[src/rtl/sample_normalizer.sv]
// Sample normalizer: shifts a sample left until its most significant
// bit (logical mode) or its sign boundary (arithmetic mode) reaches the
// top of the word. Reports the normalized value, the shift count and
// whether the sample had no significant bits at all.
module sample_normalizer #(
  parameter int WIDTH = 16
) (
  input  logic             clk,
  input  logic             reset,
  input  logic             start,
  input  logic [WIDTH-1:0] din,
  input  logic             mode,
  output logic             busy,
  output logic             done,
  output logic [WIDTH-1:0] norm,
  output logic [WIDTH-1:0] amt,
  output logic             zero
);

  typedef enum logic [1:0] {
    IDLE  = 2'd0,
    SHIFT = 2'd1,
    DONE  = 2'd2
  } state_t;

  localparam logic [WIDTH-1:0] ONE = WIDTH'(1);

  state_t           state_reg;
  logic [WIDTH-1:0] work_reg;
  logic [WIDTH-1:0] count_reg;
  logic             mode_reg;
  logic             is_norm;
  logic             is_zero;

  // Normalization test on the working register. In arithmetic mode the
  // value is normalized once the sign bit differs from the bit below it.
  always_comb begin
    is_zero = (work_reg == '0);
    if (mode_reg) begin
      is_norm = work_reg[WIDTH-1] ^ work_reg[WIDTH-2];
    end else begin
      is_norm = work_reg[WIDTH-1];
    end
  end

  // Control FSM with registered outputs. Results are only written when
  // leaving SHIFT, so they stay stable during the next request.
  always_ff @(posedge clk) begin
    if (reset) begin
      state_reg <= IDLE;
      work_reg  <= '0;
      count_reg <= '0;
      mode_reg  <= 1'b0;
      busy      <= 1'b0;
      done      <= 1'b0;
      norm      <= '0;
      amt       <= '0;
      zero      <= 1'b0;
    end else begin
      done <= 1'b0;
      case (state_reg)
        IDLE: begin
          if (start) begin
            work_reg  <= din;
            mode_reg  <= mode;
            count_reg <= '0;
            busy      <= 1'b1;
            state_reg <= SHIFT;
          end
        end
        SHIFT: begin
          if (is_zero) begin
            zero      <= 1'b1;
            norm      <= '0;
            amt       <= '0;
            busy      <= 1'b0;
            done      <= 1'b1;
            state_reg <= DONE;
          end else if (is_norm) begin
            zero      <= 1'b0;
            norm      <= work_reg;
            amt       <= count_reg;
            busy      <= 1'b0;
            done      <= 1'b1;
            state_reg <= DONE;
          end else begin
            // A nonzero value always normalizes by count WIDTH-1, since
            // the last one bit reaching the top is itself a boundary.
            work_reg  <= {work_reg[WIDTH-2:0], 1'b0};
            count_reg <= count_reg + ONE;
          end
        end
        DONE: begin
          state_reg <= IDLE;
        end
        default: begin
          state_reg <= IDLE;
          busy      <= 1'b0;
        end
      endcase
    end
  end

endmodule

[config.mk]
export PLATFORM = sky130hd
export DESIGN_NAME = sample_normalizer
export DESIGN_NICKNAME = d
export VERILOG_FILES = /design/src/rtl/sample_normalizer.sv
export SDC_FILE = /design/constraint.sdc
export NUM_CORES = 1
export LEC_CHECK = 0
export CAP_MARGIN = 20
export CELL_PAD_IN_SITES_DETAIL_PLACEMENT = 1
export CELL_PAD_IN_SITES_GLOBAL_PLACEMENT = 1
export CORE_AREA = 2 2 100 102
export DETAILED_ROUTE_END_ITERATION = 10
export DIE_AREA = 0 0 102 104
export PLACE_DENSITY = 0.66
export RECOVER_POWER = 25
export SETUP_SLACK_MARGIN = 0.05
export SLEW_MARGIN = 25
export SYNTH_ARGS = -nofsm -noshare
export SYNTH_HDL_FRONTEND = slang
export SYNTH_SLANG_ARGS = --single-unit
[constraint.sdc]
create_clock -name clk -period 2.1 [get_ports clk]
set_clock_uncertainty 0.2 [all_clocks]
set_input_delay 0.315 -clock clk [delete_from_list [all_inputs] [get_ports clk]]
set_output_delay 0.315 -clock clk [all_outputs]
set_load 0.02 [all_outputs]
# Word-level counts from Yosys, hierarchy flattened
# Cells that the tools add are included.
# totals
wordCells	53
input_bits	20
ff_bits	70
out_inout_bits	35
# op_classes
add_sub_neg	1
n_reduce_logical	10
eq_ne	6
n_mux	24
bitwise	3
# ops
cell	n
2-to-1 mux 16 bit	10
case mux 16 bit (2 select lines)	2
adder 16 x 1 -> 16 bit, second input constant	1
logical NOT 16 bit	1
2-to-1 mux 1 bit	7
2-to-1 mux 2 bit	3
!= test 2 bit, second input constant	3
AND reduction 2 bit	3
case mux 2 bit (2 select lines)	1
AND reduction 4 bit	1
nonzero test 2 bit	2
!= test 3 bit, second input constant	1
case mux 1 bit (3 select lines)	1
AND reduction 3 bit	1
== test 2 x 1 -> 1 bit, second input constant	1
== test 2 bit, second input constant	1
logical NOT 2 bit	1
NOT 1 bit	2
OR reduction 2 bit	1
XOR 1 bit	1

# Depth between registers and ports, before layout
# Gate-level depths: netlist (run 1).
# logic_depth
depth_word	5
ltp_mapped	9
ltp_nobuf	7

# Worst setup path after synthesis (run 1)
# Ideal clock, no wire load.
# synth_path
path_kind	reg-to-reg
start	reg work_reg[14]
end	reg work_reg[10]
setup_time_ns	0.091
setup_slack_ns	-0.103
t_required_ns	1.809
path_buffers	1
period_less_slack_ns	2.203
path_stages_with_launch	9
arrival_time_ns	1.912
cell_sequence	dfxtp_1 -> inv_1 -> ha_1 -> mux2i_1 -> a21oi_1 -> a31oi_2 -> clkbuf_1 -> nor2_1 -> a311oi_1
# synth_via
elab_chain_cells	4
word_cells_on_any_way	6
cone_classes	eq/ne (2); mux (1); bitwise (1); reduce/logical (2)
# synth_rtl
item	line	source
from (decl)	29	logic [WIDTH-1:0] work_reg;
from (signal assigned)	64	work_reg <= din;
from (signal assigned)	89	work_reg <= {work_reg[WIDTH-2:0], 1'b0};
XOR 1 bit	40	is_norm = work_reg[WIDTH-1] ^ work_reg[WIDTH-2];
2-to-1 mux 1 bit	39	if (mode_reg) begin
!= test 2 bit (no line)	--	
AND reduction 4 bit (no line) *	--	
# Mark *: on every way between the ends. The rest lies on a longest branch, timed or not.
# A chain may end at the register's enable or synchronous reset.

# Worst setup path after layout (run 1)
# layout_path
start	reg work_reg[15]
end	reg work_reg[15]
# The elaborated chain is that of the path after synthesis.

==> results by group, run 1 <==
Setup path
  • Critical path peak fanout: 6
  • Terminus of the critical flop-to-flop path: work_reg[15]
  • Slowest cell delay on critical path: 0.34 ns
  • Slowest stage cell on the critical path: dfxtp_2
  • Cells on worst reg2reg path: 10
  • Cell breakdown of the critical path: inv_2, ha_4, mux2i_2, buf_4, a21oi_4, a31oi_4, buf_6, buf_12, nor2_1, a311oi_1
  • Number of buffer and inverter instances along the worst setup path: 4
  • Critical Path Sink Type: flip-flop
  • Data arrival time at the worst-slack endpoint: about 2.3 ns
  • Worst EP required: 2.12 ns
  • FF-to-FF setup slack: -0.18 ns
  • Kind of cell with the highest combined delay on the critical path: compound AO/OA/AOI/OAI gates
  • RR Startpoint: work_reg[15]
  • Kind of start point of the critical path: flip-flop
  • CP Class: reg -> reg

Final layout
  • Post-layout nets: roughly 420
  • Final non-filler cell area: between 4000 and 5000 um2
  • Share of cells above drive strength 1: between 20% and 30%
  • Layout overhead on the synthesized area: 52.9%
  • Diodes inserted: 0

Timing
  • Headroom to the max-slew limit: 54.0%
  • Pins over their slew limit: 0
  • Clock period minus worst slack: roughly 2.3 ns
  • Fmax achieved: around 440 MHz
  • Final Hold Fails: 0
  • Worst slew pin tran: between 0.6 and 0.7 ns
  • Least setup slack across all paths after layout: -0.184 ns
  • Final period utilization: 109%
  • Total negative slack: -3.96 ns
  • Final-report setup violation count: 55
  • RSZ-0062 raised after global routing: yes

Detailed routing
  • Routed wire length per instance: 16.0 um
  • WL final: roughly 8600 um
  • Routed vias/inst: roughly 5.0
  • Total DRC errors in the routed layout: 0
  • Total iterations of the first detailed-routing run: 4
  • ANT nets after route: 0
  • Via Count: 2691
  • Starting DRT DRC Count: 73

Yosys
  • Number of register bits inferred by synthesis: 70
  • Net count after synthesis: 322
  • Top post-synthesis cells by area: dfxtp_1, a22o_1, nand2_1
  • Number of synthesis warnings: 0
  • Library cell with the largest summed area after synthesis: dfxtp_1
  • Simple-Gate Fraction of Synth Area: approximately 18%
  • Average cell area after synthesis: 9.27 um2
  • Synthesized instance count: 300
  • Unique cell type count in the Yosys netlist: 35
  • Compound-gate portion of the synthesized area: approximately a quarter
  • Share of the synthesized area in the top cell type: just over 50%
  • Most repeated cell in the gate-level netlist after synthesis: dfxtp_1
  • Cell Area, Synth: approximately 2800 um2
  • FFs w/ async S/R, synth: 0%
  • Synthesized-area fraction occupied by xor and xnor cells: 0%
  • Mux cell area share after synthesis: about 2.2%
  • Most frequent cells after synthesis: dfxtp_1, nand2_1, a22o_1, nor2_1, a21oi_1
  • Post-synth EDFFs: 0
  • Combinational family with the most area after synthesis: compound AO/OA/AOI/OAI gates
  • Prevailing post-synth register cell: dfxtp_1
  • Sequential share of the synthesized area: 50.4%
  • Share of synthesized cell area in full adder, half adder and majority cells: less than 1%

Global route
  • Grt total ovfl: 0
  • Initial antenna violation count: 0
  • Number of global-route vias before repair: about 2600
  • Largest net degree at the start of global routing: 35
  • Total global-route track usage: 16.4%
  • First-pass GRT wire length: 13800 um

Die
  • Die extent in x: between 100 and 150 um
  • Die area: between 10000 and 15000 um2
  • I/O pin total: 55
  • Die height: 104 um
  • Standard-cell row count: 36
  • Initial Util: just under 30%
  • Core region area: ~9500 um2

Status
  • Violated checks: negative setup slack
  • Result of the run: complete, but fails checks

Place
  • Count of input and output buffers: 54
  • Final weighted congestion in routability-driven placement: 0.797
  • Placed Area: 3720 um2
  • Pre-CTS setup slack: -0.341 ns
  • Post-DP HPWL: 5510 um

Clocking
  • TritonCTS buffer count: 9
  • Clock tree from TritonCTS: built
  • Worst-skew pair later-pin latency: 0.35 ns
  • Max H-tree Level: 3
  • Clock transition at the registers of the reported paths: approximately 0.070 ns
  • Root buffer cell: clkbuf_8
  • CTS Buffer Depth: 2
  • Number of sinks handled by clock tree synthesis: 70

Power and ir drop
  • Static leakage power: 1.63 nW
  • Final Total Pwr: about 3.5 mW
  • Largest vdd supply drop: 0.398 mV
  • Power density over cell area: roughly 820 nW/um2

Worst hold path
  • Worst-case hold path end point: amt[2]
  • Min-delay src: amt[2]
  • Tightest Hold Check Type: reg -> reg
  • Hold Path Cell Cnt: 1

Flow run
  • Max cap viols: 0
[repair_timing]
| action | CTS | global route |
|---|---|---|
| gates cloned | 4 | 1 |
| endpoints found under the setup margin | 64 | 65 |
| resized for setup | 43 | 16 |
| buffers inserted | 7 | 2 |
| hold buffers | 0 | 0 |
| endpoints found under the hold margin | 0 | 0 |
| pin swaps | 16 | 10 |
[layout make-up]
class | count | area (um2)
repair buffers | 104 | 980
fillers | 1105 | 5300
well taps | 133 | 166
clock buffers | 10 | 138
clock inverters | 6 | 61.3
flip-flops and latches | 70 | 1410
multi-input cells | 206 | 1480
inverters | 6 | 22.5
[per-layer routing]
layer / routed length (um) / GRT usage [%]
met1: 4280 / 23.4
met2: 3930 / 25.0
met3: 236 / 3.43
met4: 103 / 4.57
met5: 0 / 0
[cells in the final DEF, fill, tap and decap left out, drive strengths merged, types with 2 or more instances in the layout]
| master | n |
|---|---|
| o21ai | 11 |
| nand3b | 4 |
| nor2b | 2 |
| nand3 | 10 |
| a21oi | 18 |
| a31o | 2 |
| dfxtp | 70 |
| clkinv | 4 |
| and3 | 7 |
| nor2 | 29 |
| a22o | 32 |
| a22oi | 2 |
| and2 | 2 |
| inv | 6 |
| clkbuf | 10 |
| buf | 50 |
| a21bo | 2 |
| a211oi | 3 |
| a31oi | 2 |
| nor3 | 7 |
| nor4 | 2 |
| a311oi | 15 |
| nand4 | 2 |
| ha | 2 |
| dlygate4sd3 | 9 |
| clkdlybuf4s50 | 45 |
| mux2i | 6 |
| a221o | 2 |
| nand2 | 38 |
[worst register-to-register path: stages (launching register included)]
cell and delay [ns]:
dfxtp_2 0.34, inv_2 0.04, ha_4 0.22, mux2i_2 0.19, buf_4 0.18, a21oi_4 0.07
a31oi_4 0.31, buf_6 0.15, buf_12 0.13, nor2_1 0.05, a311oi_1 0.29
[worst max path at each step]
stage | from | end | cells after the start
2_1_floorplan | work_reg[15] | count_reg[12] | 7
3_3_place_gp | reset | norm[14] | 4
3_5_place_dp | start | work_reg[15] | 7
4_1_cts | work_reg[7] | count_reg[12] | 7
5_1_grt | work_reg[14] | work_reg[15] | 10
6_report | work_reg[15] | work_reg[15] | 10
[cells by family (layout without fill, tap and decap cells)]
logic type	Yosys count	count (layout)
AOI/OAI and AO/OA	90	92
adders and majority gates	2	2
buffers and inverters	26	126
DFF	70	70
muxes	6	6
and+or+nand+nor	106	106
[stage by stage]
stage	instances	util (%)	hold WS (ns)
floorplan	300	-	0.253
global placement	505	38.9	0.264
detailed placement	505	38.9	0.269
CTS	532	43.6	0.286
global route	535	44.5	0.297
finish	535	44.5	0.278
[power breakdown]
group | switching, mW | total (mW) | internal, mW
Sequential | 0.0538 | 1.46 | 1.40
Clock | 0.516 | 1.09 | 0.576
Combinational | 0.489 | 0.938 | 0.449
Total | 1.06 | 3.49 | 2.43
(Power assumes the default switching activity.)
==> inputs of run 2 (changes only) <==
- GPL_ROUTABILITY_DRIVEN: unset -> 0
- SKIP_LAST_GASP: unset -> 1
==> run 2 against run 1 <==
Compared with the run above:
- the flow still finishes with violations (negative setup slack)
- via count decreased by 1.6%
- hold slack barely moved
- combinational power decreased by 2%
- power is 0.44% lower
- global-route usage barely moved
- final cell count decreased by 0.19%
- die area unchanged
- sequential power hardly changed
- critical path type unchanged
==> results by group, run 2 (same netlist as run 1, synthesis figures left out) <==
Status
  • Result of the run: complete, but fails checks
  • Violated checks: negative setup slack

Final layout
  • Reg area: 1410 um2
  • Layout fillers: between 1000 and 1500
  • Share of cells above drive strength 1: 26.4%
  • Layout overhead on the synthesized area: 52.6%
  • Final standard cell count with taps included and fillers excluded: 534
  • Post-layout nets: between 400 and 500
  • Most frequent cells in the layout: dfxtp_1, clkdlybuf4s50_1, buf_4
  • Diodes inserted: 0
  • Leading cell type in the layout, fill and taps excluded: dfxtp_1
  • Footprint of the multi-input gates: 1470 um2

Setup path
  • Cells on worst reg2reg path: 10
  • Cell breakdown of the critical path: inv_2, ha_4, mux2i_2, buf_4, a21oi_4, a31oi_4, buf_6, buf_12, nor2_1, a311oi_1
  • Slowest cell delay on critical path: 0.35 ns
  • Worst EP required: 2.12 ns
  • CP Class: reg -> reg
  • Slowest stage cell on the critical path: dfxtp_2
  • RR Startpoint: work_reg[14]
  • Number of buffer and inverter instances along the worst setup path: 4
  • Critical path peak fanout: 6
  • Data arrival time at the worst-slack endpoint: around 2.3 ns
  • Critical Path Sink Type: flip-flop
  • Terminus of the critical flop-to-flop path: work_reg[15]
  • Kind of cell with the highest combined delay on the critical path: compound AO/OA/AOI/OAI gates
  • Kind of start point of the critical path: flip-flop
  • FF-to-FF setup slack: -0.17 ns

Worst hold path
  • Hold Path Cell Cnt: 1
  • Min-delay src: amt[2]
  • Tightest Hold Check Type: reg -> reg
  • Worst-case hold path end point: amt[2]

Die
  • Die extent in x: between 100 and 150 um
  • Core region area: 9550 um2
  • Standard-cell row count: 36
  • Die area: 10600 um2
  • Die height: 104 um
  • I/O pin total: 55
  • Initial Util: 29.1%

Clocking
  • Clock transition at the registers of the reported paths: roughly 0.08 ns
  • Root buffer cell: clkbuf_8
  • TritonCTS buffer count: 9
  • Max H-tree Level: 3
  • Worst-skew pair later-pin latency: 0.35 ns
  • Clock tree from TritonCTS: built
  • CTS Buffer Depth: 2
  • Number of sinks handled by clock tree synthesis: 70

Timing
  • Final-report setup violation count: 51
  • Final period utilization: 108%
  • Pins over their slew limit: 0
  • Worst slew pin tran: 0.682 ns
  • Total negative slack: -3.59 ns
  • Least setup slack across all paths after layout: -0.169 ns
  • Headroom to the max-slew limit: between 50% and 60%
  • Final Hold Fails: 0
  • Fmax achieved: 441 MHz
  • Clock period minus worst slack: roughly 2.3 ns
  • RSZ-0062 raised after global routing: yes

Global route
  • Grt total ovfl: 0
  • First-pass GRT wire length: between 10000 and 15000 um
  • Number of global-route vias before repair: between 2000 and 3000
  • Met1 usage: a little under a quarter
  • Largest net degree at the start of global routing: 35
  • Global Route met2 Usage: between 20% and 30%
  • Most used routing layer in global routing: met2
  • Total global-route track usage: approximately 16%
  • Initial antenna violation count: 0
  • Met3 track demand over resource in global routing: under 10%

Detailed routing
  • WL final: 8530 um
  • Routed wire length per instance: about 16 um
  • Via Count: 2647
  • Starting DRT DRC Count: 70
  • Total DRC errors in the routed layout: 0
  • Routed vias/inst: between 4 and 5
  • ANT nets after route: 0
  • Total iterations of the first detailed-routing run: 4

Power and ir drop
  • Proportion of power drawn by flip-flops and latches: 42.0%
  • Power density over cell area: 818 nW/um2
  • Logic gate share of total power: 26.5%
  • Switching component of the power: 1.05 mW
  • Portion of total power attributed to the clock network: 31.5%
  • Largest vdd supply drop: just over 0.4 mV
  • Static leakage power: 1.63 nW
  • Proportion of total power due to net switching: 30.3%
  • Cell internal pwr: ~2.4 mW
  • Final Total Pwr: around 3.5 mW

Place
  • Post-DP HPWL: roughly 5500 um
  • Number of cells in the design after placement: 505
  • Count of input and output buffers: 54
  • Pre-CTS setup slack: -0.341 ns

Flow run
  • Max cap viols: 0
-- run 2: worst register-to-register path, stage by stage, from the launching register on --
cell,delay [ns]
dfxtp_2,0.35
inv_2,0.05
ha_4,0.20
mux2i_2,0.19
buf_4,0.18
a21oi_4,0.07
a31oi_4,0.30
buf_6,0.15
buf_12,0.13
nor2_1,0.05
a311oi_1,0.28
-- run 2: power groups by stage --
stage               Combinational, mW  Sequential [mW]  Clock, mW
floorplan                       0.344             1.51          0
global placement                0.650             1.48          0
detailed placement              0.661             1.48          0
CTS                             0.859             1.46       1.13
global route                    0.992             1.47       1.18
finish                          0.920             1.46       1.09
-- run 2: area by class of cell --
class / count / share of cell area, %
clock buffer: 10 / 3.24
sequential: 70 / 33.1
inverter: 6 / 0.531
timing repair buffer: 103 / 23.0
tap: 133 / 3.92
multi-input combinational: 206 / 34.7
clock inverter: 6 / 1.45
-- run 2: metrics by stage --
step	cell area (um2)	util (%)	hold slack, ns
after floorplan	2820	-	0.253
after global placement	3710	38.9	0.264
after detailed placement	3720	38.9	0.269
after CTS	4150	43.4	0.286
after global routing	4240	44.4	0.297
final	4240	44.4	0.278
-- run 2: layer usage --
metal  routed length (um)  vias to the layer above
met5                    0                        -
met4                   99                        0
met3                  229                       10
met2                 3860                       42
met1                 4340                     1294
li1                     -                     1301
-- run 2: how the worst max path moves through the flow --
stage / startpoint / endpoint / slack (ns) / cells past startpoint
3_5_place_dp: start / work_reg[15] / -0.34 / 7
3_3_place_gp: reset / norm[14] / -0.40 / 4
6_report: work_reg[14] / work_reg[15] / -0.17 / 10
4_1_cts: work_reg[7] / count_reg[12] / -0.11 / 7
5_1_grt: work_reg[14] / amt[5] / -0.24 / 6
2_1_floorplan: work_reg[15] / count_reg[12] / -0.03 / 7
-- run 2: what timing repair did --
item	4_1_cts	5_1_grt
gates cloned	4	0
endpoints found under the setup margin	64	66
buffers inserted	7	2
hold buffers	0	0
pin swaps	9	19
resized for setup	36	22
==> inputs of run 3 (changes only) <==
- DONT_BUFFER_PORTS: unset -> 1
- PLACE_DENSITY: 0.66 -> 0.56
==> run 3 against run 2 <==
Compared with the run above:
- the run still ends with negative setup slack left
- flip-flop and latch count is the same
- count of clock-buffer cells in the layout grew 3
- global-route usage shrank 0.50 points
- non-clock buffer count shrank 45
- worst setup slack gained 0.15 ns
- utilization shrank 4.9 points
- hold slack lost 0.23 ns
- first-iteration DRC count grew 56%
- wire length shrank 2.5%
- critical path type unchanged
==> results by group, run 3 (same netlist as run 1, synthesis figures left out) <==
Status
  • Result of the run: complete, but fails checks
  • Violated checks: negative setup slack

Setup path
  • Critical path peak fanout: 22
  • Kind of start point of the critical path: flip-flop
  • Data arrival time at the worst-slack endpoint: 2.16 ns
  • RR Startpoint: work_reg[7]
  • Cells on worst reg2reg path: 6
  • Critical Path Sink Type: flip-flop
  • Terminus of the critical flop-to-flop path: amt[13]
  • CP Class: reg -> reg
  • Worst EP required: 2.13 ns
  • FF-to-FF setup slack: -0.02 ns

Clocking
  • Clock tree from TritonCTS: built
  • Clock transition at the registers of the reported paths: ~0.07 ns
  • Worst-skew pair later-pin latency: approximately 0.34 ns
  • Number of sinks handled by clock tree synthesis: 70
  • Max H-tree Level: 3
  • CTS Buffer Depth: 2
  • Root buffer cell: clkbuf_8
  • TritonCTS buffer count: 9

Die
  • Die extent in x: a little over 100 um
  • Initial Util: around 29%
  • Standard-cell row count: 36
  • I/O pin total: 55
  • Die height: 104 um
  • Die area: 10600 um2
  • Core region area: 9550 um2

Timing
  • Least setup slack across all paths after layout: -0.0236 ns
  • Clock period minus worst slack: approximately 2.1 ns
  • Final Hold Fails: 0
  • Headroom to the max-slew limit: 70.6%
  • Pins over their slew limit: 0
  • RSZ-0062 raised after global routing: yes
  • Final-report setup violation count: 24
  • Worst slew pin tran: 0.441 ns
  • Fmax achieved: roughly 470 MHz
  • Final period utilization: 101%

Global route
  • Initial antenna violation count: 0
  • Number of global-route vias before repair: between 2000 and 2500
  • Total global-route track usage: ~16%
  • First-pass GRT wire length: between 10000 and 15000 um
  • Largest net degree at the start of global routing: 33
  • Grt total ovfl: 0

Place
  • Placed Area: between 3000 and 4000 um2
  • Post-DP HPWL: 5350 um
  • Count of input and output buffers: 0
  • Number of cells in the design after placement: ~450

Worst hold path
  • Min-delay src: reset
  • Tightest Hold Check Type: in -> reg
  • Hold Path Cell Cnt: 2
  • Worst-case hold path end point: count_reg[10]

Power and ir drop
  • Static leakage power: 1.43 nW
  • Power density over cell area: about 880 nW/um2
  • Largest vdd supply drop: around 0.35 mV

Final layout
  • Layout fillers: between 1000 and 1500
  • Post-layout nets: around 370
  • Final core utilization: 39.6%
  • Final non-filler cell area: between 3000 and 4000 um2
  • Most frequent cells in the layout: dfxtp_1, nand2_1, a22o_1
  • Layout overhead on the synthesized area: 35.9%
  • Share of cells above drive strength 1: about a quarter
  • Diodes inserted: 0
  • Leading cell type in the layout, fill and taps excluded: dfxtp_1
  • Final standard cell count with taps included and fillers excluded: between 400 and 500

Detailed routing
  • Routed wire length per instance: around 17 um
  • Total iterations of the first detailed-routing run: 4
  • WL final: approximately 8300 um
  • Via Count: 2477
  • Starting DRT DRC Count: ~110
  • Total DRC errors in the routed layout: 0
  • ANT nets after route: 0
  • Routed vias/inst: just over 5

Flow run
  • Max cap viols: 0
-- run 3: worst max path at each step --
stage	from	end	slack, ns
after global placement	work_reg[14]	count_reg[6]	-0.17
after global routing	work_reg[7]	amt[13]	-0.1
after CTS	work_reg[7]	work_reg[14]	-0.06
final	work_reg[7]	amt[13]	-0.02
after floorplan	work_reg[15]	count_reg[12]	-0.03
after detailed placement	work_reg[14]	count_reg[6]	-0.26
-- run 3: timing repair --
action | 4_1_cts | 5_1_grt
setup endpoints to repair | 64 | 67
gates resized for setup | 13 | 22
pin swaps | 5 | 15
gates cloned | 1 | 1
endpoints found under the hold margin | 29 | 0
setup buffers | 6 | 3
hold buffers | 19 | 0
-- run 3: metrics by stage --
step / hold slack, ns / worst slack, ns / setup TNS, ns / total power, mW
global placement: 0.189 / -0.173 / -3.44 / 2.06
global route: 0.0372 / -0.0968 / -3.97 / 3.50
finish: 0.0453 / -0.0236 / -0.144 / 3.33
floorplan: 0.253 / -0.0290 / -0.565 / 1.85
CTS: 0.0401 / -0.0563 / -0.413 / 3.29
detailed placement: 0.190 / -0.260 / -4.51 / 2.07
-- run 3: critical path: stages, from the launching register on --
cell and delay (ns):
dfxtp_2 0.32, or4_4 0.54, nor4_4 0.22, a21bo_2 0.21, a21oi_2 0.10, buf_12 0.18, a22o_1 0.24
-- run 3: power by group --
group | total (mW) | internal, mW | switching, mW
logic | 0.771 | 0.353 | 0.418
clock network | 1.09 | 0.603 | 0.483
registers | 1.48 | 1.40 | 0.0749
-- run 3: layout make-up --
| cell class | count | area (um2) | area share [%] |
|---|---|---|---|
| Clock buffer | 13 | 159 | 4.21 |
| Clock inverter | 1 | 30.0 | 0.795 |
| Inverter | 6 | 22.5 | 0.596 |
| Multi-Input combinational cell | 206 | 1440 | 38.1 |
| Sequential cell | 70 | 1400 | 37.1 |
| Tap cell | 133 | 166 | 4.41 |
| Timing Repair Buffer | 58 | 558 | 14.8 |
-- run 3: metal layers --
layer	routed length [um]	global-route usage (%)	vias up
li1	-	-	1220
met1	4090	21.9	1198
met2	3690	23.4	51
met3	439	5.31	8
met4	91	4.86	0
met5	0	0	-
